$ cat config.mk
export PLATFORM = sky130hd
export DESIGN_NAME = board_eliminator
export DESIGN_NICKNAME = d
export VERILOG_FILES = /design/src/rtl/ttt_pkg.sv /design/src/rtl/mark_fifo.sv /design/src/rtl/board_eliminator.sv
export SDC_FILE = /design/constraint.sdc
export NUM_CORES = 1
export LEC_CHECK = 0
export ABC_AREA = 1
export BUFFER_PORTS_ARGS = -buffer_cell sky130_fd_sc_hd__buf_2
export CAP_MARGIN = 20
export CORE_UTILIZATION = 55
export CTS_CLUSTER_DIAMETER = 120
export DETAILED_ROUTE_END_ITERATION = 10
export MAX_ROUTING_LAYER = met4
export PLACE_DENSITY = 0.84
export SETUP_SLACK_MARGIN = 0.5
export SYNTH_ARGS = -nofsm -noshare
export SYNTH_HDL_FRONTEND = slang
export SYNTH_HIERARCHICAL = 1
export SYNTH_SLANG_ARGS = --single-unit
export TNS_END_PERCENT = 50
$ cat constraint.sdc
create_clock -name clk -period 5.9 [get_ports clk]
set_input_delay 0.59 -clock clk [delete_from_list [all_inputs] [get_ports clk]]
set_output_delay 0.59 -clock clk [all_outputs]
set_load 0.02 [all_outputs]
$ cat src/rtl/ttt_pkg.sv
// Shared tic-tac-toe definitions: mark encodings, board geometry and the win-line table.
package ttt_pkg;
    typedef enum logic [1:0] {
        EMPTY = 2'b00,
        O     = 2'b01,
        X     = 2'b10
    } mark_e;

    localparam int NUM_CELLS = 9;
    localparam int MAX_MARKS = 3;

    // Cell-index triples; index 0..2 rows, 3..5 columns, 6..7 diagonals.
    localparam logic [7:0][2:0][3:0] WIN_LINES = {
        {4'd2, 4'd4, 4'd6},
        {4'd0, 4'd4, 4'd8},
        {4'd2, 4'd5, 4'd8},
        {4'd1, 4'd4, 4'd7},
        {4'd0, 4'd3, 4'd6},
        {4'd6, 4'd7, 4'd8},
        {4'd3, 4'd4, 4'd5},
        {4'd0, 4'd1, 4'd2}
    };

    // X wins ties; both holding a line cannot happen in legal play.
    function automatic logic [1:0] eval_winner(input logic [NUM_CELLS-1:0][1:0] b);
        logic x_win;
        logic o_win;
        x_win = 1'b0;
        o_win = 1'b0;
        for (int i = 0; i < 8; i++) begin
            if (b[WIN_LINES[i][0]] == X && b[WIN_LINES[i][1]] == X && b[WIN_LINES[i][2]] == X)
                x_win = 1'b1;
            if (b[WIN_LINES[i][0]] == O && b[WIN_LINES[i][1]] == O && b[WIN_LINES[i][2]] == O)
                o_win = 1'b1;
        end
        if (x_win)      return X;
        else if (o_win) return O;
        else            return EMPTY;
    endfunction
endpackage

$ cat src/rtl/mark_fifo.sv
// Age-ordered list of one player's occupied cells; head is the oldest entry.
module mark_fifo
    import ttt_pkg::*;
(
    input  logic       clk,
    input  logic       rst,
    input  logic       clr_i,
    input  logic       push_i,
    input  logic       pop_i,
    input  logic [3:0] din_i,
    output logic [3:0] head_o,
    output logic [1:0] count_o
);
    logic [2:0][3:0] ent_q, ent_d;
    logic [1:0]      cnt_q, cnt_d;

    always_comb begin
        ent_d = ent_q;
        cnt_d = cnt_q;
        if (clr_i) begin
            ent_d = '0;
            cnt_d = '0;
        end else begin
            // Pop first so a full list can take a push in the same cycle.
            if (pop_i && cnt_q != 2'd0) begin
                ent_d = {4'h0, ent_q[2], ent_q[1]};
                cnt_d = cnt_q - 2'd1;
            end
            if (push_i && cnt_d != 2'(MAX_MARKS)) begin
                ent_d[cnt_d] = din_i;
                cnt_d        = cnt_d + 2'd1;
            end
        end
    end

    always_ff @(posedge clk or negedge rst) begin
        if (!rst) begin
            ent_q <= '0;
            cnt_q <= '0;
        end else begin
            ent_q <= ent_d;
            cnt_q <= cnt_d;
        end
    end

    assign head_o  = ent_q[0];
    assign count_o = cnt_q;
endmodule

$ cat src/rtl/board_eliminator.sv
// Tic-tac-toe board where each player keeps at most three marks; a fourth evicts the oldest.
module board_eliminator
    import ttt_pkg::*;
(
    input  logic       clk,
    input  logic       rst,
    input  logic       clear,
    input  logic [3:0] location,
    input  logic [1:0] mark,
    input  logic       whosTurn,
    output logic [1:0] a0,
    output logic [1:0] a1,
    output logic [1:0] a2,
    output logic [1:0] a3,
    output logic [1:0] a4,
    output logic [1:0] a5,
    output logic [1:0] a6,
    output logic [1:0] a7,
    output logic [1:0] a8,
    output logic [1:0] winner,
    output logic       game_over,
    output logic [3:0] removed_loc,
    output logic       removed_stb
);
    logic                       turn_q;
    logic [NUM_CELLS-1:0][1:0]  board_q, board_d;
    logic [1:0]                 winner_q, winner_d;
    logic                       go_q, go_d;
    logic [3:0]                 rloc_q, rloc_d;
    logic                       rstb_q, rstb_d;

    logic       move_evt, mark_ok, loc_ok, accept, is_x, evict;
    logic [3:0] loc_idx, x_head, o_head, evict_loc;
    logic [1:0] x_cnt, o_cnt, line_win;

    assign move_evt = (whosTurn != turn_q);
    assign mark_ok  = (mark == X) || (mark == O);
    assign loc_ok   = (location <= 4'd8);
    assign loc_idx  = loc_ok ? location : 4'd0;
    assign accept   = move_evt && mark_ok && loc_ok && (board_q[loc_idx] == EMPTY)
                      && !go_q && !clear;
    assign is_x      = (mark == X);
    assign evict     = accept && (is_x ? (x_cnt == 2'(MAX_MARKS)) : (o_cnt == 2'(MAX_MARKS)));
    assign evict_loc = is_x ? x_head : o_head;
    assign line_win  = eval_winner(board_q);

    mark_fifo u_fifo_x (
        .clk     (clk),
        .rst     (rst),
        .clr_i   (clear),
        .push_i  (accept && is_x),
        .pop_i   (evict && is_x),
        .din_i   (loc_idx),
        .head_o  (x_head),
        .count_o (x_cnt)
    );

    mark_fifo u_fifo_o (
        .clk     (clk),
        .rst     (rst),
        .clr_i   (clear),
        .push_i  (accept && !is_x),
        .pop_i   (evict && !is_x),
        .din_i   (loc_idx),
        .head_o  (o_head),
        .count_o (o_cnt)
    );

    always_comb begin
        board_d  = board_q;
        winner_d = winner_q;
        go_d     = go_q;
        rloc_d   = rloc_q;
        rstb_d   = 1'b0;
        if (clear) begin
            board_d  = '0;
            winner_d = EMPTY;
            go_d     = 1'b0;
            rloc_d   = '0;
        end else begin
            // The new cell is empty, so it never aliases the evicted (occupied) cell.
            if (evict) begin
                board_d[evict_loc] = EMPTY;
                rloc_d             = evict_loc;
                rstb_d             = 1'b1;
            end
            if (accept)
                board_d[loc_idx] = mark;
            if (!go_q && line_win != EMPTY) begin
                winner_d = line_win;
                go_d     = 1'b1;
            end
        end
    end

    always_ff @(posedge clk or negedge rst) begin
        if (!rst) begin
            turn_q   <= 1'b0;
            board_q  <= '0;
            winner_q <= EMPTY;
            go_q     <= 1'b0;
            rloc_q   <= '0;
            rstb_q   <= 1'b0;
        end else begin
            turn_q   <= whosTurn;
            board_q  <= board_d;
            winner_q <= winner_d;
            go_q     <= go_d;
            rloc_q   <= rloc_d;
            rstb_q   <= rstb_d;
        end
    end

    assign a0          = board_q[0];
    assign a1          = board_q[1];
    assign a2          = board_q[2];
    assign a3          = board_q[3];
    assign a4          = board_q[4];
    assign a5          = board_q[5];
    assign a6          = board_q[6];
    assign a7          = board_q[7];
    assign a8          = board_q[8];
    assign winner      = winner_q;
    assign game_over   = go_q;
    assign removed_loc = rloc_q;
    assign removed_stb = rstb_q;
endmodule

==> metrics.md, run 1 <==
| Metric | Value |
|---|---|
| Outcome | complete, no violations |
| Crit. Startpoint | mark[0] |
| Post-Synth XOR/XNOR Area | 0% |
| Share of layout cells above drive strength 1 | 15.6% |
| Gr ovfl total | 0 |
| Yosys cell types | 30 |
| Initial Util | 58.2% |
| WL per Instance | 14.0 um |
| Crit start category | input pin |
| H-tree levels | 2 |
| Worst setup margin | 3020 ps |
| Post-Place Cells | 632 |
| Worst path top cell family by delay | simple AND/OR/NAND/NOR gates |
| Post-route ant nets | 0 |
| Synth area leaders | dfrtp_1 37%, nand2_1 15%, nor2_1 8.0%, inv_1 6.4%, nand4_1 5.2% |
| Sequential area share after synthesis | 36.6% |
| Synthesized flop and latch total | 55 |
| Reg-to-reg startpoint | game_over |
| FMAX | 0.347 GHz |
| Worst Reg-to-Reg Cells | 13 |
| Reg2reg end | u_fifo_o/head_o[2] |
| WP depth | 16 |
| Io pins | 36 |
| FF-to-FF setup slack | 3230 ps |
| Syn nets | 556 |
| GRT Total Usage | 27.9% |
| CP peak stage delay | 330 ps |
| Measured slew at the worst slew-check pin | 801 ps |
| WP data required | 6110 ps |
| Post-CTS resize count | 0 |
| Die Footprint | 7170 um2 |
| Gate Count Post-Synth | 543 |
| Die Y | 84.7 um |
| Design area | 3980 um2 |
| Mux contribution to synthesized area | 0.266% |
| Slew HR | 46.3% |
| Fin cells | 640 |
| Inserted Clock Buffers | 5 |
| Max-Cap Viols | 0 |
| Buf/Inv on CP | 3 |
| GPL Wtd Cong | 0.933 |
| Final-stage net count | 575 |
| CTS Sinks | 55 |
| Crit-path cells | buf_2 -> inv_1 -> ha_1 -> a21oi_1 -> nand3_2 -> nor2_8 -> nand2_4 -> nor4_2 -> buf_4 -> nand2_2 -> nand2_1 -> nand2_2 -> nand3_2 -> nand2_1 -> nand2_1 -> nor2_1 |
| Vias in the first global route | 3,259 |
| Post-synth top area cell | dfrtp_1 |
| Clk_lat worst skew | 320 ps |
| Core ar. | 6460 um2 |
| Area growth, synth to finish | 5.99% |
| Initial DRC Count | 410 |
| Overall die width | 84.7 um |
| Final period util | 48.9% |
| Tot Pwr | 717 uW |
| Post-CTS Setup Bufs | 0 |
| Worst min-delay path class | in2async |
| Clock transition at path regs | 100 ps |
| Synth top area share | 36.6% |
| Final count of negative-setup-slack endpoints | 0 |
| Synth Warn # | 6 |
| Simple-gate share of the synthesized area | 43.3% |
| Detailed Place HPWL | 6570 um |
| Critical Path AT | 3100 ps |
| Worst slack, placed | 2720 ps |
| Unrepaired setup endpoints after global routing | no |
| Max-slew violations | 0 |
| Worst Path Max Fanout | 28 |
| Worst setup endpoint | u_fifo_o/head_o[2] |
| Post-DP Area | 3870 um2 |
| Max IR drop VDD | 0.0000797 V |
| Fin crit period | 2880 ps |
| Largest family of logic cells by synthesized area | simple AND/OR/NAND/NOR gates |
| Vias per cell | 5.55 |
| Fin. Hold Viols | 0 |
| Maximum buffer depth of the clock tree | 2 |
| Synth Area in Compound Gates | 6.93% |
| Core Rows | 29 |
| Antenna fix cells | 0 |
| Post-synthesis adder-cell area fraction | 0.999% |
| Initial antenna violation count | 0 |
| Post-route DRC | 0 |
| Root Driver | clkbuf_8 |
| Fin Hold WS | 379 ps |
| Routed WL | 8960 um |
| PD cells | 180 nW/um2 |
| TritonRoute pass-1 iters | 5 |
| Global-route wire length before repair | 15,500 um |
| Layout Skew | 5.71 ps |
| Crit path kind | in2reg |
| Port-buffer cells | 35 |
| TNS Setup | 0 ps |
| CP most frequent cell | nand2_1 |
| CTS tree | built |
| Layout Utilization | 61.7% |
| Synth Area per Inst | 6.92 um2 |
| Total number of vias | 3,553 |
| Largest net degree at the start of global routing | 56 |
| Cell Area, Synth | 3760 um2 |
| CTS hold repair buffers | 0 |
| Cell leakage power | 2.11 nW |
| CP Capture Type | register |
| Crit path max-delay cell type | nor2_8 |
## kinds of logic after synthesis
| kind of cell | count (synthesis) |
|---|---|
| AO/OA/AOI/OAI | 49 |
| buffers and inverters | 95 |
| multiplexers | 1 |
| AND/OR/NAND/NOR | 340 |
| adder cells (fa/ha/maj) | 3 |
| flip-flops | 55 |
## synth_stat cells, drive strengths merged
master    n
inv      70
nor2     88
clkbuf    4
nand4    31
nand2   163
a21oi    24
or2       4
o22ai     3
o31ai     1
mux2i     1
dfrtp    55
o21ai    21
nor4      1
nand3b    2
nor3      6
nand3    45
buf      21
ha        3
## flip-flops by register name, summed over array words and instances, names as in the netlist, 4 cells and up
register and count:
u_fifo_o/ent_q 8, u_fifo_x/ent_q 8, removed_loc 4, u_fifo_o/head_o 4, u_fifo_x/head_o 4
## layout by cell type, fill, tap and decap left out, drive strengths merged
master / synthesis / layout
nand2: 163 / 163
nor2: 88 / 88
inv: 70 / 71
dfrtp: 55 / 55
nand3: 45 / 45
buf: 21 / 37
nand4: 31 / 31
a21oi: 24 / 24
o21ai: 21 / 21
nor3: 6 / 6
clkbuf: 4 / 5
or2: 4 / 4
o22ai: 3 / 3
ha: 3 / 3
nand3b: 2 / 2
o31ai: 1 / 1
mux2i: 1 / 1
nor4: 1 / 1
bufinv: 0 / 1
clkinv: 0 / 1
## layout make-up
cell class	count	area [um2]
clock inverters	3	47.5
fillers	597	2480
inverters	70	263
clock buffers	5	68.8
repair buffers	37	190
multi-input cells	393	1940
flip-flops and latches	55	1380
well taps	77	96.3
## routing by layer
layer	GRT usage [%]	share of wire, %	vias to the layer above
met4	8.47	1.9	0
met3	4.03	7.4	20
met2	43.2	47	129
met1	37.9	44	1640
li1	-	-	1764
met5	-	0	-
## where the power goes
| group | internal, mW | switching (mW) | total, mW |
|---|---|---|---|
| clock network | 0.129 | 0.133 | 0.262 |
| logic | 0.0169 | 0.0562 | 0.0731 |
| registers | 0.379 | 0.00234 | 0.382 |
## worst min-delay path by stage
stage / from / endpoint / slack [ps] / cells past startpoint
finish: rst / u_fifo_x/count_o[0] / 380 / 2
global route: whosTurn / turn_q / 420 / 1
CTS: rst / u_fifo_o/count_o[1] / 420 / 2
detailed placement: winner[1] / winner[1] / 500 / 2
global placement: winner[1] / winner[1] / 490 / 2
floorplan: rst / a0[0] / 290 / 0
Power figures use the tool's default switching activity.
==> run 2, diff against run 1 <==
--- a/config.mk
+++ b/config.mk
@@ -5,7 +5,7 @@
 export SDC_FILE = /design/constraint.sdc
 export NUM_CORES = 1
 export LEC_CHECK = 0
-export ABC_AREA = 1
+export ABC_AREA = 0
 export BUFFER_PORTS_ARGS = -buffer_cell sky130_fd_sc_hd__buf_2
 export CAP_MARGIN = 20
 export CORE_UTILIZATION = 55
==> constraint.sdc (replaced) <==
create_clock -name clk -period 2.7 [get_ports clk]
set_input_delay 0.27 -clock clk [delete_from_list [all_inputs] [get_ports clk]]
set_output_delay 0.27 -clock clk [all_outputs]
set_load 0.02 [all_outputs]
==> metrics.md, run 2 <==
| Metric | Value |
|---|---|
| Synth Area per Inst | 9.80 um2 |
| Io pins | 36 |
| Detailed Place HPWL | 7040 um |
| Failing checks | DRC |
| TritonRoute pass-1 iters | 7 |
| Filler cell count | 507 |
| Worst Path Max Fanout | 5 |
| Measured slew at the worst slew-check pin | 878 ps |
| Post-synth EDFFs | 0 |
| Synth async-reset ratio | 100% |
| Cell Area, Synth | 3720 um2 |
| CTS tree | built |
| Storage cell area | 1380 um2 |
| TNS Setup | 0 ps |
| Max IR drop VDD | 0.000240 V |
| Synth top area share | 37.0% |
| Inserted Clock Buffers | 5 |
| Prevailing post-synth register cell | dfrtp_1 |
| Largest family of logic cells by synthesized area | simple AND/OR/NAND/NOR gates |
| Post-Synth XOR/XNOR Area | 0.941% |
| PD cells | 378 nW/um2 |
| Total number of vias | 3,216 |
| GPL Wtd Cong | 0.886 |
| Fin. Hold Viols | 0 |
| Worst slack, placed | 28.6 ps |
| Slew HR | 41.5% |
| Most frequent cell after synthesis | dfrtp_1 |
| CP Capture Type | register |
| Reg-to-reg startpoint | game_over |
| Root Driver | clkbuf_8 |
| Port-buffer cells | 35 |
| Sequential area share after synthesis | 37.0% |
| Vias in the first global route | 3,156 |
| Maximum buffer depth of the clock tree | 2 |
| Crit. Startpoint | game_over |
| Worst Reg-to-Reg Cells | 8 |
| Share of layout cells above drive strength 1 | 30.1% |
| FMAX | 0.410 GHz |
| Core ar. | 6460 um2 |
| Gate Count Post-Synth | 380 |
| Mux contribution to synthesized area | 5.11% |
| Vias per cell | 6.36 |
| Most frequent cells in the layout | 53 x dfrtp_1, 35 x buf_2, 30 x nand2_1, 28 x buf_4, 23 x nor2_1 |
| Multi-input gate area | 2270 um2 |
| Clock transition at path regs | 100 ps |
| Area growth, synth to finish | 16.0% |
| Post-route ant nets | 0 |
| Crit path kind | reg2reg |
| CTS Sinks | 55 |
| Largest net degree at the start of global routing | 40 |
| Critical Path AT | 2680 ps |
| Initial DRC Count | 183 |
| GRT Total Usage | 28.7% |
| WP data required | 2940 ps |
| Synthesized flop and latch total | 55 |
| WL per Instance | 18.9 um |
| Final period util | 90.2% |
| Post-route DRC | 10 |
| Fin crit period | 2440 ps |
| Initial antenna violation count | 0 |
| Top Registers | u_fifo_o/ent_q (8), u_fifo_x/ent_q (8) |
| Cell leakage power | 1.84 nW |
| Synth cell count leaders | 55 x dfrtp_1, 30 x nand2_1, 25 x nor2_1 |
| Synth area leaders | dfrtp_1 37%, mux2i_1 5.1%, nor4bb_1 4.3%, nand2_1 3.0%, o21ai_0 2.7% |
| Unrepaired setup endpoints after global routing | yes |
| Max-slew violations | 0 |
| Worst setup margin | 263 ps |
| Routed WL | 9590 um |
| Final count of negative-setup-slack endpoints | 0 |
| Die Footprint | 7100 um2 |
| Worst min-delay path class | in2async |
| Initial Util | 57.7% |
| Layout Utilization | 66.9% |
| Most common cell after layout, fill and taps aside | dfrtp_1 |
| Global-route wire length before repair | 15,500 um |
| Gr ovfl total | 0 |
| Die Y | 84.3 um |
| Max-Cap Viols | 0 |
| Synth Area in Compound Gates | 24.8% |
| Crit start category | register |
| Final-stage net count | 441 |
| Post-synthesis adder-cell area fraction | 1.01% |
| Yosys cell types | 72 |
| Layout Skew | 8.08 ps |
| Antenna fix cells | 0 |
| Synth Warn # | 6 |
| Clk_lat worst skew | 320 ps |
| CTS hold repair buffers | 0 |
| Syn nets | 393 |
| Outcome | complete, but fails checks |
| Core Rows | 29 |
| H-tree levels | 2 |
| Simple-gate share of the synthesized area | 24.9% |
| Overall die width | 84.3 um |
| Post-synth top area cell | dfrtp_1 |
==> run 2: logic make-up (layout without fill, tap and decap cells) <==
kind of cell | Yosys count | in the layout
buffers and inverters | 38 | 87
flip-flops | 55 | 55
XOR/XNOR | 4 | 4
multiplexers | 19 | 19
adder cells (fa/ha/maj) | 3 | 3
AO/OA/AOI/OAI | 115 | 115
AND/OR/NAND/NOR | 146 | 146
==> run 2: stage by stage <==
stage,area (um2),hold WS (ps),power [mW],cells
after CTS,4270,73.3,1.64,505
after global routing,4320,71.0,1.69,506
after detailed placement,4030,407,1.07,489
after floorplan,3780,-25.6,0.995,380
final,4320,62.5,1.63,506
after global placement,4030,407,1.06,489
==> run 2: area by class of cell <==
class | count | area share (%)
Clock buffer | 5 | 1.59
Clock inverter | 3 | 1.10
Inverter | 15 | 1.42
Multi-Input combinational cell | 287 | 52.5
Sequential cell | 55 | 31.9
Tap cell | 77 | 2.23
Timing Repair Buffer | 64 | 9.18
==> run 2: what timing repair did <==
| action | 4_1_cts | 5_1_grt |
|---|---|---|
| endpoints found under the setup margin | 28 | 29 |
| pin swaps | 6 | 7 |
| setup buffers | 8 | 1 |
| endpoints found under the hold margin | 0 | 0 |
| gates resized for setup | 17 | 12 |
==> run 2: metal layers <==
metal  vias up  global-route usage, %  share of wire (%)
li1       1526                      -                  -
met4         0                   10.2                2.2
met2        92                   49.3                 50
met5         -                      -                  0
met3        17                   3.64                3.5
met1      1581                   34.9                 44
==> run 2: worst paths after layout <==
kind / end / slack [ps]
min reg2reg: u_fifo_o/ent_q[11] / 530
min in group clk: turn_q / 80
max reg2reg: u_fifo_x/head_o[2] / 260
max: u_fifo_x/head_o[2] / 260
max in group asynchronous: a5[1] / 1860
min: winner[1] / 60
==> run 2: where the power goes <==
| part | internal (mW) | leakage [nW] | total, mW | switching (mW) |
|---|---|---|---|---|
| clock network | 0.281 | 0.0587 | 0.563 | 0.281 |
| registers | 0.834 | 0.762 | 0.851 | 0.0177 |
| logic | 0.0810 | 1.02 | 0.216 | 0.135 |
| total | 1.20 | 1.84 | 1.63 | 0.434 |
==> run 2: critical path, cell delays in order, from the launching register on <==
cell       delay (ps)
dfrtp_2           450
or4_4             560
or2_4             260
a21oi_4           120
and4_4            250
nand3b_1          180
a2bb2oi_2         210
nand2b_4          180
a21oi_2           160
==> run 3, diff against run 2 <==
--- a/config.mk
+++ b/config.mk
@@ -8,11 +8,11 @@
 export ABC_AREA = 0
 export BUFFER_PORTS_ARGS = -buffer_cell sky130_fd_sc_hd__buf_2
 export CAP_MARGIN = 20
-export CORE_UTILIZATION = 55
+export CORE_UTILIZATION = 35
 export CTS_CLUSTER_DIAMETER = 120
 export DETAILED_ROUTE_END_ITERATION = 10
 export MAX_ROUTING_LAYER = met4
-export PLACE_DENSITY = 0.84
+export PLACE_DENSITY = 0.61
 export SETUP_SLACK_MARGIN = 0.5
 export SYNTH_ARGS = -nofsm -noshare
 export SYNTH_HDL_FRONTEND = slang
==> metrics.md, run 3 (same netlist as run 2, synthesis figures left out) <==
| Metric | Value |
|---|---|
| Outcome | complete, no violations |
| Detailed Place HPWL | 7530 um |
| Worst hold stages | 1 |
| Root Driver | clkbuf_8 |
| Die Footprint | 11,100 um2 |
| H-tree levels | 2 |
| Final-stage net count | 449 |
| Cell leakage power | 1.87 nW |
| Largest net degree at the start of global routing | 43 |
| Most common cell after layout, fill and taps aside | dfrtp_1 |
| Worst Reg-to-Reg Cells | 8 |
| PD cells | 354 nW/um2 |
| WL per Instance | 17.7 um |
| Port-buffer cells | 35 |
| TNS Setup | 0 ps |
| Overall die width | 105 um |
| Fin crit period | 2430 ps |
| Clk_lat worst skew | 320 ps |
| Io pins | 36 |
| Fin cells | 573 |
| Final count of negative-setup-slack endpoints | 0 |
| CTS Sinks | 55 |
| Worst Path Max Fanout | 5 |
| Unrepaired setup endpoints after global routing | yes |
| Post-route DRC | 0 |
| Area growth, synth to finish | 19.6% |
| Crit start category | register |
| Slew HR | 55.8% |
| Max IR drop VDD | 0.000261 V |
| Final period util | 90.2% |
| Inserted Clock Buffers | 5 |
| Max-Cap Viols | 0 |
| Routed WL | 10,100 um |
| WHS Endpoint | turn_q |
| Measured slew at the worst slew-check pin | 663 ps |
| Post-Place Cells | 555 |
| Post-route ant nets | 0 |
| Initial antenna violation count | 0 |
| Crit path kind | reg2reg |
| TritonRoute pass-1 iters | 5 |
| Total number of vias | 3,226 |
| Layout Skew | 7.56 ps |
| Antenna fix cells | 0 |
| Worst min-delay path class | in2reg |
| Initial Util | 36.1% |
| Reg2reg end | u_fifo_x/head_o[3] |
| GPL Wtd Cong | 0.838 |
| Max-slew violations | 0 |
| Vias in the first global route | 3,226 |
| CP Capture Type | register |
| CTS tree | built |
| Layout Utilization | 43.1% |
| Clock transition at path regs | 110 ps |
| Maximum buffer depth of the clock tree | 2 |
| Reg-to-reg startpoint | game_over |
| Filler cell count | 1,012 |
| Fin. Hold Viols | 0 |
| Top Registers | u_fifo_o/ent_q (8), u_fifo_x/ent_q (8) |
| HP Start | whosTurn |
| Vias per cell | 5.63 |
| Core Rows | 37 |
| Fin Hold WS | 78.3 ps |
| Die Y | 105 um |
| Initial DRC Count | 205 |
| Share of layout cells above drive strength 1 | 31.6% |
| GRT Total Usage | 19.7% |
| Global-route wire length before repair | 16,800 um |
| Core ar. | 10,300 um2 |
| Gr ovfl total | 0 |
| Most frequent cells in the layout | 53 x dfrtp_1, 35 x buf_2, 34 x buf_4, 30 x nand2_1, 23 x nor2_1 |
| WP data required | 2920 ps |
| Critical Path AT | 2650 ps |
| FMAX | 0.411 GHz |
| FF-to-FF setup slack | 270 ps |
[run 3: changes by cell type in the layout (fill, tap and decap cells not counted), sizes merged]
| cell | delta |
|---|---|
| clkinvlp | +2 |
| buf | +7 |
| dlygate4sd3 | +1 |
| clkinv | -1 |
| bufinv | -1 |
[run 3: how the worst max path moves through the flow]
stage,end,slack (ps),from,depth (start not counted)
global placement,u_fifo_x/count_o[0],90,mark[0],11
floorplan,u_fifo_x/count_o[0],170,game_over,9
global route,u_fifo_x/head_o[0],170,game_over,8
CTS,u_fifo_x/count_o[0],280,game_over,8
finish,u_fifo_x/head_o[3],270,game_over,8
detailed placement,u_fifo_x/count_o[0],50,mark[0],11
[run 3: worst max-delay path, cell delays in order, from the launching register on]
cell and delay, ps:
dfrtp_2 450, or4_4 570, or2_4 270, a21oi_4 120, and4_4 240, nand2b_1 160
a2bb2oi_2 260, nand2b_4 200, a21oi_1 60
[run 3: routing by layer]
metal	track usage (%)	vias up	share of wire, %
li1	-	1545	-
met1	25.9	1591	47
met4	3.72	0	1.3
met3	2.43	14	3.1
met5	-	-	0
met2	33.0	76	48
[run 3: power breakdown]
group          switching [mW]  internal, mW
clock                   0.308         0.187
sequential             0.0146         0.834
combinational           0.143        0.0887
total                   0.466          1.11
[run 3: what timing repair did]
item / 4_1_cts / 5_1_grt
resized for setup: 19 / 16
setup endpoints to repair: 28 / 30
pin swaps: 7 / 8
endpoints found under the hold margin: 0 / 21
hold buffers: 0 / 1
buffers inserted: 5 / 3
[run 3: cell type report]
class | instances | area (um2) | share of cell area (%)
repair buffers | 72 | 479 | 10.8
inverters | 15 | 61.3 | 1.38
well taps | 136 | 170 | 3.82
multi-input cells | 287 | 2270 | 51.0
clock buffers | 5 | 68.8 | 1.54
flip-flops and latches | 55 | 1380 | 31.0
clock inverters | 3 | 23.8 | 0.534
[run 3: through the flow]
stage | power, mW | worst slack [ps] | cell area, um2
after global placement | 1.07 | 89.5 | 4160
after floorplan | 0.995 | 171 | 3780
after CTS | 1.58 | 281 | 4360
final | 1.58 | 266 | 4450
after detailed placement | 1.08 | 46.8 | 4160
after global routing | 1.64 | 170 | 4450
